**config.mk**
```make
export PLATFORM = sky130hd
export DESIGN_NAME = qn_toggle_monitor
export DESIGN_NICKNAME = d
export VERILOG_FILES = /design/src/rtl/qn_toggle_monitor.sv
export SDC_FILE = /design/constraint.sdc
export NUM_CORES = 1
export LEC_CHECK = 0
export ABC_AREA = 1
export CAP_MARGIN = 20
export CORE_ASPECT_RATIO = 0.8
export CORE_MARGIN = 5
export CORE_UTILIZATION = 50
export CTS_CLUSTER_DIAMETER = 100
export DETAILED_ROUTE_END_ITERATION = 10
export PLACE_DENSITY_LB_ADDON = 0.12
export SETUP_SLACK_MARGIN = 0.4
export SLEW_MARGIN = 5
export SYNTH_ARGS = -nofsm -noshare
export SYNTH_HDL_FRONTEND = slang
export SYNTH_SLANG_ARGS = --single-unit
```
**constraint.sdc**
```tcl
create_clock -name CLK -period 2 [get_ports CLK]
set_clock_uncertainty 0.2 [all_clocks]
set_input_delay 0.3 -clock CLK [delete_from_list [all_inputs] [get_ports CLK]]
set_output_delay 0.3 -clock CLK [all_outputs]
set_load 0.05 [all_outputs]
```
**src/rtl/qn_toggle_monitor.sv**
```systemverilog
// Per-bit toggle counter for negedge-launched QN lines, sampled on the rising CLK edge.
// Optional macro QN_TOGGLE_MON_TOTAL_EN adds a TOTAL output summing every per-bit increment.
module qn_toggle_monitor #(
  parameter int WIDTH = 8,
  parameter int CNT_W = 16,
  parameter int WIN_W = 16,
  localparam int SEL_W = (WIDTH > 1) ? $clog2(WIDTH) : 1
) (
  input  logic             CLK,
  input  logic             RSTB,
  input  logic [WIDTH-1:0] QN_IN,
  input  logic             START,
  input  logic             ABORT,
  input  logic [WIN_W-1:0] WINDOW,
  output logic             BUSY,
  output logic             DONE,
  input  logic [SEL_W-1:0] RD_SEL,
  output logic [CNT_W-1:0] RD_DATA,
  output logic [WIDTH-1:0] SAT
`ifdef QN_TOGGLE_MON_TOTAL_EN
  ,
  output logic [CNT_W+SEL_W-1:0] TOTAL
`endif
);

  typedef enum logic [1:0] {S_IDLE, S_ARM, S_COUNT, S_HOLD} state_t;

  localparam logic [CNT_W-1:0] CNT_MAX = '1;

  state_t           r_state;
  state_t           w_state_next;
  logic             w_done_next;
  logic             r_done;
  logic [WIN_W-1:0] r_wcnt;
  logic [WIDTH-1:0] r_prev;
  logic [CNT_W-1:0] r_cnt [WIDTH];
  logic [WIDTH-1:0] r_sat;
  logic [CNT_W-1:0] r_rd_data;
  logic [WIDTH-1:0] w_tog;
  logic [WIDTH-1:0] w_inc;
  logic [WIDTH-1:0] w_sat_hit;
  logic             w_start_acc;
  logic             w_clr;
  logic             w_count;
  logic [CNT_W-1:0] w_cnt_pad [2**SEL_W];

  assign w_start_acc = ((r_state == S_IDLE) || (r_state == S_HOLD)) && START && !ABORT;
  assign w_clr       = (r_state == S_ARM) || ((r_state == S_COUNT) && ABORT);
  assign w_count     = (r_state == S_COUNT) && !ABORT;

  always_ff @(posedge CLK or negedge RSTB) begin
    if (!RSTB) begin
      r_state <= S_IDLE;
      r_done  <= 1'b0;
    end else begin
      r_state <= w_state_next;
      r_done  <= w_done_next;
    end
  end

  always_comb begin
    w_state_next = r_state;
    w_done_next  = 1'b0;
    case (r_state)
      S_IDLE: begin
        if (!ABORT && START) w_state_next = S_ARM;
      end
      S_ARM: begin
        if (ABORT) begin
          w_state_next = S_IDLE;
        end else if (r_wcnt == '0) begin
          w_state_next = S_HOLD;
          w_done_next  = 1'b1;
        end else begin
          w_state_next = S_COUNT;
        end
      end
      S_COUNT: begin
        if (ABORT) begin
          w_state_next = S_IDLE;
        end else if (r_wcnt == WIN_W'(1)) begin
          w_state_next = S_HOLD;
          w_done_next  = 1'b1;
        end
      end
      S_HOLD: begin
        if (ABORT)      w_state_next = S_IDLE;
        else if (START) w_state_next = S_ARM;
      end
      default: w_state_next = S_IDLE;
    endcase
  end

  // An X/Z on either side makes w_tog unknown, which the if below treats as no toggle.
  genvar gi;
  generate
    for (gi = 0; gi < WIDTH; gi++) begin : g_tog
      assign w_tog[gi] = QN_IN[gi] ^ r_prev[gi];
    end
    for (gi = 0; gi < 2**SEL_W; gi++) begin : g_pad
      if (gi < WIDTH) begin : g_live
        assign w_cnt_pad[gi] = r_cnt[gi];
      end else begin : g_zero
        assign w_cnt_pad[gi] = '0;
      end
    end
  endgenerate

  always_comb begin
    w_inc     = '0;
    w_sat_hit = '0;
    for (int i = 0; i < WIDTH; i++) begin
      if (w_count && w_tog[i]) begin
        if (r_cnt[i] == CNT_MAX) w_sat_hit[i] = 1'b1;
        else                     w_inc[i]     = 1'b1;
      end
    end
  end

  always_ff @(posedge CLK or negedge RSTB) begin
    if (!RSTB) begin
      r_prev <= '0;
      r_wcnt <= '0;
    end else begin
      if ((r_state == S_ARM) || w_count) r_prev <= QN_IN;
      if (w_start_acc)  r_wcnt <= WINDOW;
      else if (w_count) r_wcnt <= r_wcnt - WIN_W'(1);
    end
  end

  always_ff @(posedge CLK or negedge RSTB) begin
    if (!RSTB) begin
      for (int i = 0; i < WIDTH; i++) r_cnt[i] <= '0;
      r_sat <= '0;
    end else if (w_clr) begin
      for (int i = 0; i < WIDTH; i++) r_cnt[i] <= '0;
      r_sat <= '0;
    end else begin
      for (int i = 0; i < WIDTH; i++) begin
        if (w_inc[i]) r_cnt[i] <= r_cnt[i] + CNT_W'(1);
      end
      r_sat <= r_sat | w_sat_hit;
    end
  end

  always_ff @(posedge CLK or negedge RSTB) begin
    if (!RSTB) r_rd_data <= '0;
    else       r_rd_data <= w_cnt_pad[RD_SEL];
  end

`ifdef QN_TOGGLE_MON_TOTAL_EN
  logic [CNT_W+SEL_W-1:0] r_total;
  logic [SEL_W:0]         w_inc_sum;

  always_comb begin
    w_inc_sum = '0;
    for (int i = 0; i < WIDTH; i++) w_inc_sum = w_inc_sum + (SEL_W+1)'(w_inc[i]);
  end

  // Per-bit counters saturate, so this sum can never exceed its width.
  always_ff @(posedge CLK or negedge RSTB) begin
    if (!RSTB)     r_total <= '0;
    else if (w_clr) r_total <= '0;
    else           r_total <= r_total + (CNT_W+SEL_W)'(w_inc_sum);
  end

  assign TOTAL = r_total;
`endif

  assign BUSY    = (r_state == S_ARM) || (r_state == S_COUNT);
  assign DONE    = r_done;
  assign RD_DATA = r_rd_data;
  assign SAT     = r_sat;

endmodule

```
==> impl_metrics.py <==
metrics = {
    "sta": {
        "min_period_ns": 1.94,
        "hold_viol": 0,
        "finalSetupViolCount": 0,
        "rsz0062_at_grt": "yes",
        "fin_crit_sh_pct": 97.1,
        "tightest_slew_ns": 0.479,
        "fmax_mhz": 515,
        "slew-limit-headroom_pct": 67.7,
        "fin_tns_setup_ns": 0,
        "slew_viol_final": 0,
    },
    "drt": {
        "first_iter_violations": 1306,
        "wl_um": 38000,
        "vias": 12300,
        "ant_nets": 0,
        "vias_per_cell": 5.58,
        "wl_per_cell_um": 17.3,
        "route.detailed.drc": 0,
        "firstDrtPassIters": 5,
    },
    "floorplan": {
        "num_io_pins": 57,
        "die_h_um": 147,
        "start_util_pct": 50.3,
        "rows": 50,
        "coreArea_um2": 23200,
        "chipWidth_um": 181,
        "dieArea_um2": 26500,
    },
    "logic_synthesis": {
        "postSynthAreaPerCell_um2": 6.98,
        "synth-compound-area-share_pct": 10.0,
        "synth.cell_area_um2": 11700,
        "synthMuxAreaShare_pct": 0.771,
        "ys_seq_area_share_pct": 38.4,
        "syn-num-nets": 1718,
        "synth_top_family_by_area": "simple AND/OR/NAND/NOR gates",
        "yosysWarningCount": 0,
        "synth-simple-area-share_pct": 38.3,
        "synth.area.top_cells": "dfrtp_1, nand2_1, nor2_1",
        "synthDistinctLibCells": 43,
        "synth_xor_xnor_area_share_pct": 4.42,
        "synth_seq_cells": 179,
        "syn_inst": 1672,
        "synth_fa_ha_area_share_pct": 1.61,
        "synth_largest_area_cell": "dfrtp_1",
        "synth_top_area_share_pct": 38.4,
    },
    "clocking": {
        "cts_buffers": 17,
        "cts.path.max_buffers": 2,
        "cts_htree_levels": 4,
        "clk-insertion-delay-late_ns": 0.45,
        "cts.sink_count": 179,
        "cts_tree": "done",
        "clock_tree.root_cell": "clkbuf_16",
        "clk_pin_slew_ns": 0.07,
    },
    "final_layout": {
        "nNetsFinal": 1923,
        "diodes": 0,
        "final_util_pct": 67.6,
        "fillerInstances": 1929,
        "seqCellArea_um2": 4490,
        "syn_to_final_growth_pct": 34.4,
        "drive_gt1_share_pct": 24.5,
        "multiInputGateArea_um2": 7280,
    },
    "critical_path": {
        "crit_family": "flip-flops",
        "crit_path_end_kind": "primary output",
        "cp-start-kind": "flip-flop",
        "cp_data_arrival_time_ns": 1.44,
        "worstPathCellList": "inv_2 > buf_4 > ha_4 > buf_12",
        "required_ns": 1.50,
        "path_buf_inv": 3,
        "criticalPathCategory": "reg2out",
        "path_max_fanout": 3,
        "slowest_delay_ns": 0.37,
        "crit_slowest_cell": "dfrtp_1",
    },
    "outcome": {
        "run_status": "complete, no violations",
    },
    "power_and_ir_drop": {
        "sw_frac_of_total_pct": 40.6,
        "power_mw": 14.8,
        "power_frac_comb_pct": 49.2,
        "clkPwrFrac_pct": 22.2,
        "p_leak_nw": 7.15,
        "seqPwrFrac_pct": 28.5,
        "ir_drop_uv": 735,
        "p_int_mw": 8.78,
        "power_density_nw_per_um2": 942,
        "p_sw_mw": 6.00,
    },
    "global_route": {
        "grt_use_met2_pct": 41.2,
        "antenna_found_initial": 0,
        "grt_start_max_net_pins": 65,
        "grtUsageTotal_pct": 27.4,
        "grt_pass1_vias": 11200,
        "grt_pass1_wl_um": 59300,
        "met1_usage_pct": 41.0,
        "globalRouteOverflowTotal": 0,
        "grtUsageMet3_pct": 5.27,
        "grt_busiest_layer": "met2",
    },
    "worst_hold_path": {
        "hold_class": "in2async",
    },
    "placement": {
        "post-dp-hpwl_um": 26400,
        "portBuffers": 56,
        "place_congestion": 0.967,
    },
    "run": {
        "cap_violations": 0,
    },
}
## per-stage QoR
step / hold WS, ns / instance area (µm²) / std cells / setup slack (ns)
after floorplan: -0.196 / 12000 / 1672 / 0.197
final: 0.0960 / 15700 / 2201 / 0.0577
after global placement: -0.00768 / 13700 / 2123 / -0.137
after global routing: 0.110 / 15700 / 2201 / -0.0130
after detailed placement: -0.00918 / 13700 / 2123 / -0.155
after CTS: 0.0875 / 14900 / 2182 / 0.108
## layer usage
layer  routed length [µm]  share of wire (%)
met5                    0                  0
met1                17600                 46
met3                 2710                7.1
met2                17100                 45
met4                  540                1.4
## sequential cells by signal (all words and copies together), names as in the netlist
register / count
r_wcnt: 16
SAT: 8
DONE: 1
r_cnt: 128
r_prev: 8
RD_DATA: 16
r_state: 2
## worst register-to-register path, stage by stage (launching register included)
cell	delay, ns
dfrtp_1	0.37
inv_2	0.07
buf_4	0.14
ha_4	0.25
inv_4	0.09
nand3_4	0.15
buf_12	0.19
nand2_8	0.08
nand3_1	0.07
o21bai_1	0.15
nor2_1	0.05
## cell families (layout without fill, tap and decap cells)
logic type	Yosys count	in the layout
AO/OA/AOI/OAI	209	209
XOR/XNOR	59	59
adder cells (fa/ha/maj)	15	15
buffers and inverters	176	388
flip-flops	179	179
multiplexers	8	8
AND/OR/NAND/NOR	1026	1031
## timing repair
| action | CTS | global route |
|---|---|---|
| endpoints found under the hold margin | 179 | 0 |
| hold buffers | 1 | 0 |
| buffers inserted | 18 | 10 |
| setup endpoints to repair | 168 | 174 |
| pin swaps | 22 | 68 |
| gates cloned | 9 | 9 |
| resized for setup | 120 | 162 |
## Yosys cell counts (all sizes together)
cell type	n
xor2	57
nand3	114
a21oi	50
a31oi	4
o21bai	15
o21a	12
mux2	8
ha	15
o311ai	1
dfrtp	179
buf	35
nor2	253
o22ai	12
clkbuf	23
o21ai	110
xnor2	2
nand2	549
nand3b	4
nand4	98
o211ai	5
inv	116
or2	1
clkinv	2
nor3	7
## power groups by stage
stage / logic, mW / clock network, mW / registers [mW]
floorplan: 3.26 / 0 / 4.31
global placement: 4.80 / 0 / 4.24
detailed placement: 4.85 / 0 / 4.25
CTS: 6.00 / 3.34 / 4.20
global route: 7.70 / 3.50 / 4.25
finish: 7.28 / 3.29 / 4.22
## layout by cell type (no fill, tap or decap), types with 8 or more instances in the layout
cell type / n
nor2_2: 29
nand2_4: 12
mux2_4: 8
buf_12: 23
o21ai_1: 20
a21oi_1: 47
nor2_4: 32
o22ai_1: 12
o21a_1: 12
nor2_1: 194
nand2_2: 53
inv_2: 13
nand2_1: 478
o21ai_2: 10
o21bai_1: 15
clkbuf_16: 23
nand4_1: 98
o21ai_0: 77
dfrtp_2: 11
buf_4: 133
clkdlybuf4s50_1: 28
inv_1: 97
nand3_2: 10
dfrtp_1: 168
nand3_1: 101
xor2_1: 57
buf_6: 31
## layout make-up
type | instances | area share [%]
Inverter | 118 | 3.33
Timing Repair Buffer | 235 | 15.4
Clock buffer | 20 | 2.91
Timing Repair inverter | 4 | 0.271
Tap cell | 312 | 2.49
Sequential cell | 179 | 28.6
Clock inverter | 11 | 0.614
Multi-Input combinational cell | 1322 | 46.4
## path summary, 6_finish.rpt
check                      depth (start not counted)  slack (ns)                     end                    from
max                                                4        0.06                    BUSY  r_state[0]$_DFFE_PN0P_
min                                                2         0.1  r_wcnt[11]$_DFFE_PN0P_                    RSTB
max reg2reg                                       10        0.07  r_wcnt[10]$_DFFE_PN0P_  r_state[0]$_DFFE_PN0P_
min reg2reg                                        2        0.31        SAT[5]$_DFF_PN0_        SAT[5]$_DFF_PN0_
max in group asynchronous                          3        0.86   r_cnt[65]$_DFFE_PN0P_                    RSTB
min in group CLK                                   3        0.24   r_wcnt[9]$_DFFE_PN0P_               WINDOW[9]
Power figures use the tool's default switching activity.
